`src/rtl/hs_req_initiator.sv`:
```
// Four-phase request initiator: accepts one payload from a valid/ready
// upstream, holds it on data_out and runs a req/ack handshake toward a
// remote domain, with an optional watchdog on the ack rise.
//
// Ports:
//   clk, rst_n          - clock, asynchronous active-low reset
//   in_valid/in_ready   - upstream offer / accept (in_ready is combinational)
//   in_data             - upstream payload
//   req_out, data_out   - registered request and held payload
//   ack_in              - remote acknowledge, already synchronized to clk
//   done                - one-cycle pulse on normal handshake completion
//   timeout_err         - sticky flag, set when ack never rose in time
//   err_clr             - clears timeout_err (a coincident timeout wins)
//   busy                - high whenever the FSM is not IDLE
module hs_req_initiator #(
   parameter int unsigned DATA_W      = 32,
   parameter int unsigned TIMEOUT_CYC = 1024
) (
   input  logic              clk,
   input  logic              rst_n,
   input  logic              in_valid,
   output logic              in_ready,
   input  logic [DATA_W-1:0] in_data,
   output logic              req_out,
   output logic [DATA_W-1:0] data_out,
   input  logic              ack_in,
   output logic              done,
   output logic              timeout_err,
   input  logic              err_clr,
   output logic              busy
);

   localparam int unsigned CNT_W  = (TIMEOUT_CYC > 1) ? $clog2(TIMEOUT_CYC) : 1;
   localparam bit          TO_EN  = (TIMEOUT_CYC != 0);
   // Last counter value before the watchdog fires; the counter saturates at CNT_MAX.
   localparam logic [CNT_W-1:0] TO_LAST = (TIMEOUT_CYC > 1) ? CNT_W'(TIMEOUT_CYC - 1) : '0;
   localparam logic [CNT_W-1:0] CNT_MAX = '1;

   typedef enum logic [1:0] {
      IDLE        = 2'd0,
      WAIT_ACK_HI = 2'd1,
      WAIT_ACK_LO = 2'd2
   } state_t;

   state_t           state;
   logic [CNT_W-1:0] cnt;
   logic             timed_out;
   logic             accept;
   logic             timeout_hit;

   // A lingering ack from a previous handshake must drop before a new request.
   assign in_ready = (state == IDLE) && !ack_in;
   assign accept   = in_valid && in_ready;
   assign busy     = (state != IDLE);

   // Watchdog fires only if ack is still low; a coincident ack rise wins.
   assign timeout_hit = TO_EN && (state == WAIT_ACK_HI) && !ack_in && (cnt == TO_LAST);

   // Handshake FSM with registered outputs.
   always_ff @(posedge clk or negedge rst_n) begin
      if (!rst_n) begin
         state       <= IDLE;
         req_out     <= 1'b0;
         data_out    <= '0;
         done        <= 1'b0;
         timeout_err <= 1'b0;
         cnt         <= '0;
         timed_out   <= 1'b0;
      end else begin
         done <= 1'b0;

         // Sticky error: set beats clear.
         if (timeout_hit) begin
            timeout_err <= 1'b1;
         end else if (err_clr) begin
            timeout_err <= 1'b0;
         end

         case (state)
            IDLE: begin
               if (accept) begin
                  data_out  <= in_data;
                  req_out   <= 1'b1;
                  cnt       <= '0;
                  timed_out <= 1'b0;
                  state     <= WAIT_ACK_HI;
               end
            end
            WAIT_ACK_HI: begin
               if (ack_in) begin
                  req_out <= 1'b0;
                  state   <= WAIT_ACK_LO;
               end else if (timeout_hit) begin
                  req_out   <= 1'b0;
                  timed_out <= 1'b1;
                  state     <= WAIT_ACK_LO;
               end else if (cnt != CNT_MAX) begin
                  cnt <= cnt + CNT_W'(1);
               end
            end
            WAIT_ACK_LO: begin
               // An aborted transfer returns to IDLE silently.
               if (!ack_in) begin
                  done  <= !timed_out;
                  state <= IDLE;
               end
            end
            default: begin
               state <= IDLE;
            end
         endcase
      end
   end

endmodule

```
`config.mk`:
```
export PLATFORM = sky130hd
export DESIGN_NAME = hs_req_initiator
export DESIGN_NICKNAME = d
export VERILOG_FILES = /design/src/rtl/hs_req_initiator.sv
export SDC_FILE = /design/constraint.sdc
export NUM_CORES = 1
export LEC_CHECK = 0
export CAP_MARGIN = 20
export CORE_MARGIN = 2
export CORE_UTILIZATION = 48
export DETAILED_ROUTE_END_ITERATION = 16
export PLACE_DENSITY = 0.88
export SLEW_MARGIN = 0
export SYNTH_ARGS = -nofsm -noshare
export SYNTH_HDL_FRONTEND = slang
export SYNTH_SLANG_ARGS = --single-unit
```
`constraint.sdc`:
```
create_clock -name clk -period 2.3 [get_ports clk]
set_input_delay 0.23 -clock clk [delete_from_list [all_inputs] [get_ports clk]]
set_output_delay 0.23 -clock clk [all_outputs]
set_load 0.03 [all_outputs]
```
; ---- Word-level counts from Yosys, hierarchy flattened
; Index checks and enable logic that the tools add are counted.
[op_classes]
add_sub_neg = 1
mux = 22
reduce_logical = 15
n_eq_ne = 11
[op_table]
columns = cell, n
row1 = $mux W10, 4
row2 = $pmux W10 S2, 1
row3 = $add A10 B1 Y10 const B, 1
row4 = $eq A10 B10 Y1 const B, 1
row5 = $mux W1, 10
row6 = $ne A10 B10 Y1 const B, 1
row7 = $ne A2 B2 Y1 const B, 5
row8 = $mux W2, 4
row9 = $pmux W2 S3, 1
row10 = $reduce_and A3 Y1, 2
row11 = $reduce_bool A2 Y1, 3
row12 = $reduce_and A5 Y1, 1
row13 = $logic_and A1 B1 Y1, 4
row14 = $pmux W1 S2, 2
row15 = $reduce_and A4 Y1, 1
row16 = $ne A3 B3 Y1 const B, 1
row17 = $eq A2 B1 Y1 const B, 1
row18 = $eq A2 B2 Y1 const B, 1
row19 = $logic_not A1 Y1, 2
row20 = $logic_not A2 Y1, 1
row21 = $ne A2 B1 Y1 const B, 1
row22 = $reduce_and A2 Y1, 1
[totals]
ff_bits = 48
input_bits = 37
output_inout_bits = 37
elab_cells = 56

; ---- Longest topological paths before layout
[logic_depth]
depth_word = 6
ltp_mapped = 6
ltp_nobuf = 5

; ---- Least setup slack after synthesis
; No wires, ideal clock.
[synth_timing]
kind = register -> register
from = register state[0]
to = register cnt[4]
path_buffers = 2
setup_slack_ps = 757
period_less_slack_ps = 1543
setup_ps = 119
required_ps = 2181
path_stages_with_launch = 6
t_arrival_ps = 1424
path_cell_list = dfrtp_1 > or2_2 > nor3b_2 > buf_4 > buf_6 > nor2_1
[synth_via]
elab_chain_len = 5
elab_cells_between_ends = 13
classes_between = 5 x eq/ne / 1 x mux / 7 x reduce/logical
[synth_lines]
columns = item, line
row1 = start: declaration, 45  ; state_t state;
row2 = start signal: assignment, 62  ; state <= IDLE;
row3 = start signal: assignment, 86  ; state <= WAIT_ACK_HI;
row4 = start signal: assignment, 92  ; state <= WAIT_ACK_LO;
row5 = $eq A2 B1 Y1 / $logic_not A2 Y1 (equally long branches), "57, 79, 52"
row6 = $logic_and A1 B1 Y1 (on tied branches), "57, 52"
row7 = $logic_and A1 B1 Y1 (on tied branches), "57, 53"
row8 = $ne A2 B2 Y1 (no source line), -
row9 = $reduce_and A5 Y1 (no source line), -
row10 = end signal: assignment, 98  ; cnt <= cnt + CNT_W'(1);
row11 = end: declaration, 46  ; logic [CNT_W-1:0] cnt;
; Parallel ways exist; a longest one is shown, timed or not.
; A chain may end at the register's enable or synchronous reset.

; ---- Worst setup path in the final report
[layout_timing]
from = register state[0]
to = output port in_ready
[layout_via]
elab_chain_len = 2
[layout_lines]
columns = item, line
row1 = $logic_not A2 Y1, 52  ; assign in_ready = (state == IDLE) && !ack_in;
row2 = $logic_and A1 B1 Y1, 52
row3 = end: declaration, 22  ; output logic in_ready,
; No other way between the ends.

==> impl_metrics.env <==
export IMPL_outcome="finished clean"
export IMPL_dp_hpwl_um=3440
export IMPL_syn_area_um2=2070
export IMPL_track_usage_pct=20.4
export IMPL_synth_seq_area_share_pct=58.1
export IMPL_finalMaxSlewViolations=0
export IMPL_drt_iter0_drc=125
export IMPL_ant_nets=0
export IMPL_finalNetCount=336
export IMPL_power_per_cell_area_nw_per_um2=996
export IMPL_end_kind="primary output"
export IMPL_grt_pass1_wl_um=8000
export IMPL_place_gp_congestion=0.797
export IMPL_finalWirelength_um=4600
export IMPL_p_leak_nw=1.43
export IMPL_async_flop_share_pct=100
export IMPL_synth_commonest_cells="nand2_1, dfrtp_1, nor2_1"
export IMPL_cts_buffers=5
export IMPL_finalSetupViolCount=0
export IMPL_routed_via_density=4.99
export IMPL_maxCapViolCount=0
export IMPL_diodes=0
export IMPL_port_buffer_count=73
export IMPL_ys_ff_latch=48
export IMPL_ctsResizeCount=0
export IMPL_max_slew_margin_pct=68.3
export IMPL_fmax_ghz=0.463
export IMPL_synth_most_common_cell="nand2_1"
export IMPL_timing_final_crit_share_pct=93.8
export IMPL_reg2reg_from="cnt[0]"
export IMPL_synth_flop_cell="dfrtp_1"
export IMPL_start_util_pct=50.9
export IMPL_post_cts_setup_buffers=0
export IMPL_avgSynthCellArea_um2=9.39
export IMPL_dieWidth_um=69.6
export IMPL_cp_start_kind="register"
export IMPL_fin_ws_ps=142
export IMPL_clk_path_buf_depth=2
export IMPL_synth_top_area_share_pct=58.1
export IMPL_grt_max_degree=29
export IMPL_synth_edf_count=0
export IMPL_syn_num_nets=258
export IMPL_core_um2=4060
export IMPL_cts_tree="yes"
export IMPL_clk_pin_slew_worst_paths_ps=80
export IMPL_pin_count=74
export IMPL_hp_class="input pin to async pin"
export IMPL_skew_ps=7.24
export IMPL_tightest_slew_ps=471
export IMPL_rows=23
export IMPL_die_height_um=69.6
export IMPL_synthDistinctLibCells=33
export IMPL_drive_gt1_share_pct=6.69
export IMPL_ir_worst_vdd_uv=640
export IMPL_critical_path_max_fanout=8
export IMPL_synthTopCellsByArea="dfrtp_1, nand2_1, buf_6, mux2i_1, nor2_1"
export IMPL_antenna_found_initial=0
export IMPL_crit_start="state[0]"
export IMPL_grt_overflow=0
export IMPL_ctsHoldBuffers=1
export IMPL_crit_type="register to primary output"
export IMPL_yosys_warnings=0
export IMPL_root_buffer="clkbuf_8"
export IMPL_route_vias_total=1740
export IMPL_layout_min_cycle_time_ps=2160
export IMPL_synthCells=220
export IMPL_route_detailed_drc=0
export IMPL_syn2layout_area_growth_pct=41.4
export IMPL_dieArea_um2=4840
export IMPL_hold_viol_final=0
export IMPL_synth_top_area_cell="dfrtp_1"
export IMPL_grt_pass1_vias=1789
export IMPL_final_setup_tns_ps=0
export IMPL_clock_sinks=48
export IMPL_cp_arrival_ps=1930
export IMPL_insertion_delay_ps=300
export IMPL_dp_slack_ps=302
export IMPL_wl_per_cell_um=13.2
export IMPL_rsz0062_at_grt="false"
export IMPL_cp_required_ps=2070
export IMPL_dr_pass1_iters=4
export IMPL_htreeDepth=2
==> path summary, 6_finish.rpt <==
path / endpoint / slack [ps] / depth (start not counted)
max in group asynchronous: data_out[10] / 1320 / 3
max: in_ready / 140 / 3
max reg2reg: cnt[1] / 450 / 5
min reg2reg: done / 440 / 1
min: data_out[22] / 410 / 2
min in group clk: data_out[4] / 440 / 3
==> state kept, by name, indices dropped and copies added (netlist names) <==
register     flops
cnt             10
data_out        32
done             1
req_out          1
state            2
timed_out        1
timeout_err      1
==> logic make-up (layout without fill, tap and decap cells) <==
| kind of cell | Yosys count | count (layout) | synth area share, % |
|---|---|---|---|
| compound gates | 15 | 15 | 5.88 |
| buf+inv | 13 | 92 | 4.91 |
| xor+xnor | 1 | 1 | 0.424 |
| mux | 3 | 3 | 1.45 |
| fa+ha+maj | 1 | 1 | 0.606 |
| flops | 48 | 48 | 58.1 |
| simple gates | 139 | 139 | 28.6 |
==> placed cells by master, fill, tap and decap left out <==
master,Yosys,layout
xnor2_1,1,1
nor3b_2,2,1
buf_4,1,7
nand2_1,109,109
clkdlybuf4s50_1,0,72
a31oi_1,2,2
nor3b_4,0,1
mux2i_1,3,3
and2_1,1,1
a211o_1,1,1
nor2_1,7,7
nor3_1,3,3
clkinv_2,0,2
nor4_1,2,2
nand3_1,5,5
o311ai_0,1,1
inv_1,3,3
dfrtp_1,48,48
o22ai_1,1,1
o21ai_0,1,1
a41o_1,2,2
a21oi_1,2,2
a211oi_4,1,1
buf_2,3,1
or4b_1,1,1
nand2b_1,2,2
and4_1,1,1
clkbuf_8,0,5
a211oi_1,2,2
or3b_1,1,1
a21boi_0,1,1
nand4_1,1,1
clkinv_4,0,1
dlygate4sd3_1,0,1
or2_2,1,1
ha_1,1,1
and3_1,3,3
o31ai_1,1,1
==> report_power, final <==
group	total (mW)	switching (mW)	internal [mW]
combinational	1.23	0.716	0.518
clock	0.490	0.278	0.212
sequential	1.19	0.126	1.06
==> metal layers <==
layer,share of wire [%],global-route usage [%],up-vias
met1,44,26.2,808
li1,-,-,865
met5,0,0,-
met3,5.5,5.52,5
met4,1.1,5.66,0
met2,49,34.0,62
==> worst max-delay path: stages, from the launching register on <==
cell and delay, ps:
dfrtp_1 450, or2_2 370, nor2_1 120, clkdlybuf4s50_1 690
==> cell type report <==
class	count	area [µm²]
flip-flops and latches	48	1200
clock buffers	5	68.8
multi-input cells	159	769
well taps	50	62.6
repair buffers	81	788
clock inverters	3	18.8
inverters	3	11.3
fillers	307	1140
==> through the flow <==
| step | std cells | hold WS (ps) | power, mW | utilization (%) | area, µm² |
|---|---|---|---|---|---|
| final | 349 | 410 | 2.91 | 72.0 | 2920 |
| after global routing | 349 | 431 | 3.08 | 72.0 | 2920 |
| after detailed placement | 340 | 204 | 2.45 | 69.6 | 2820 |
| after CTS | 349 | 412 | 2.94 | 72.0 | 2920 |
| after global placement | 340 | 202 | 2.41 | 69.6 | 2820 |
| after floorplan | 220 | -65.6 | 1.88 | - | 2070 |
No activity file was read; power rests on OpenSTA's default activity.
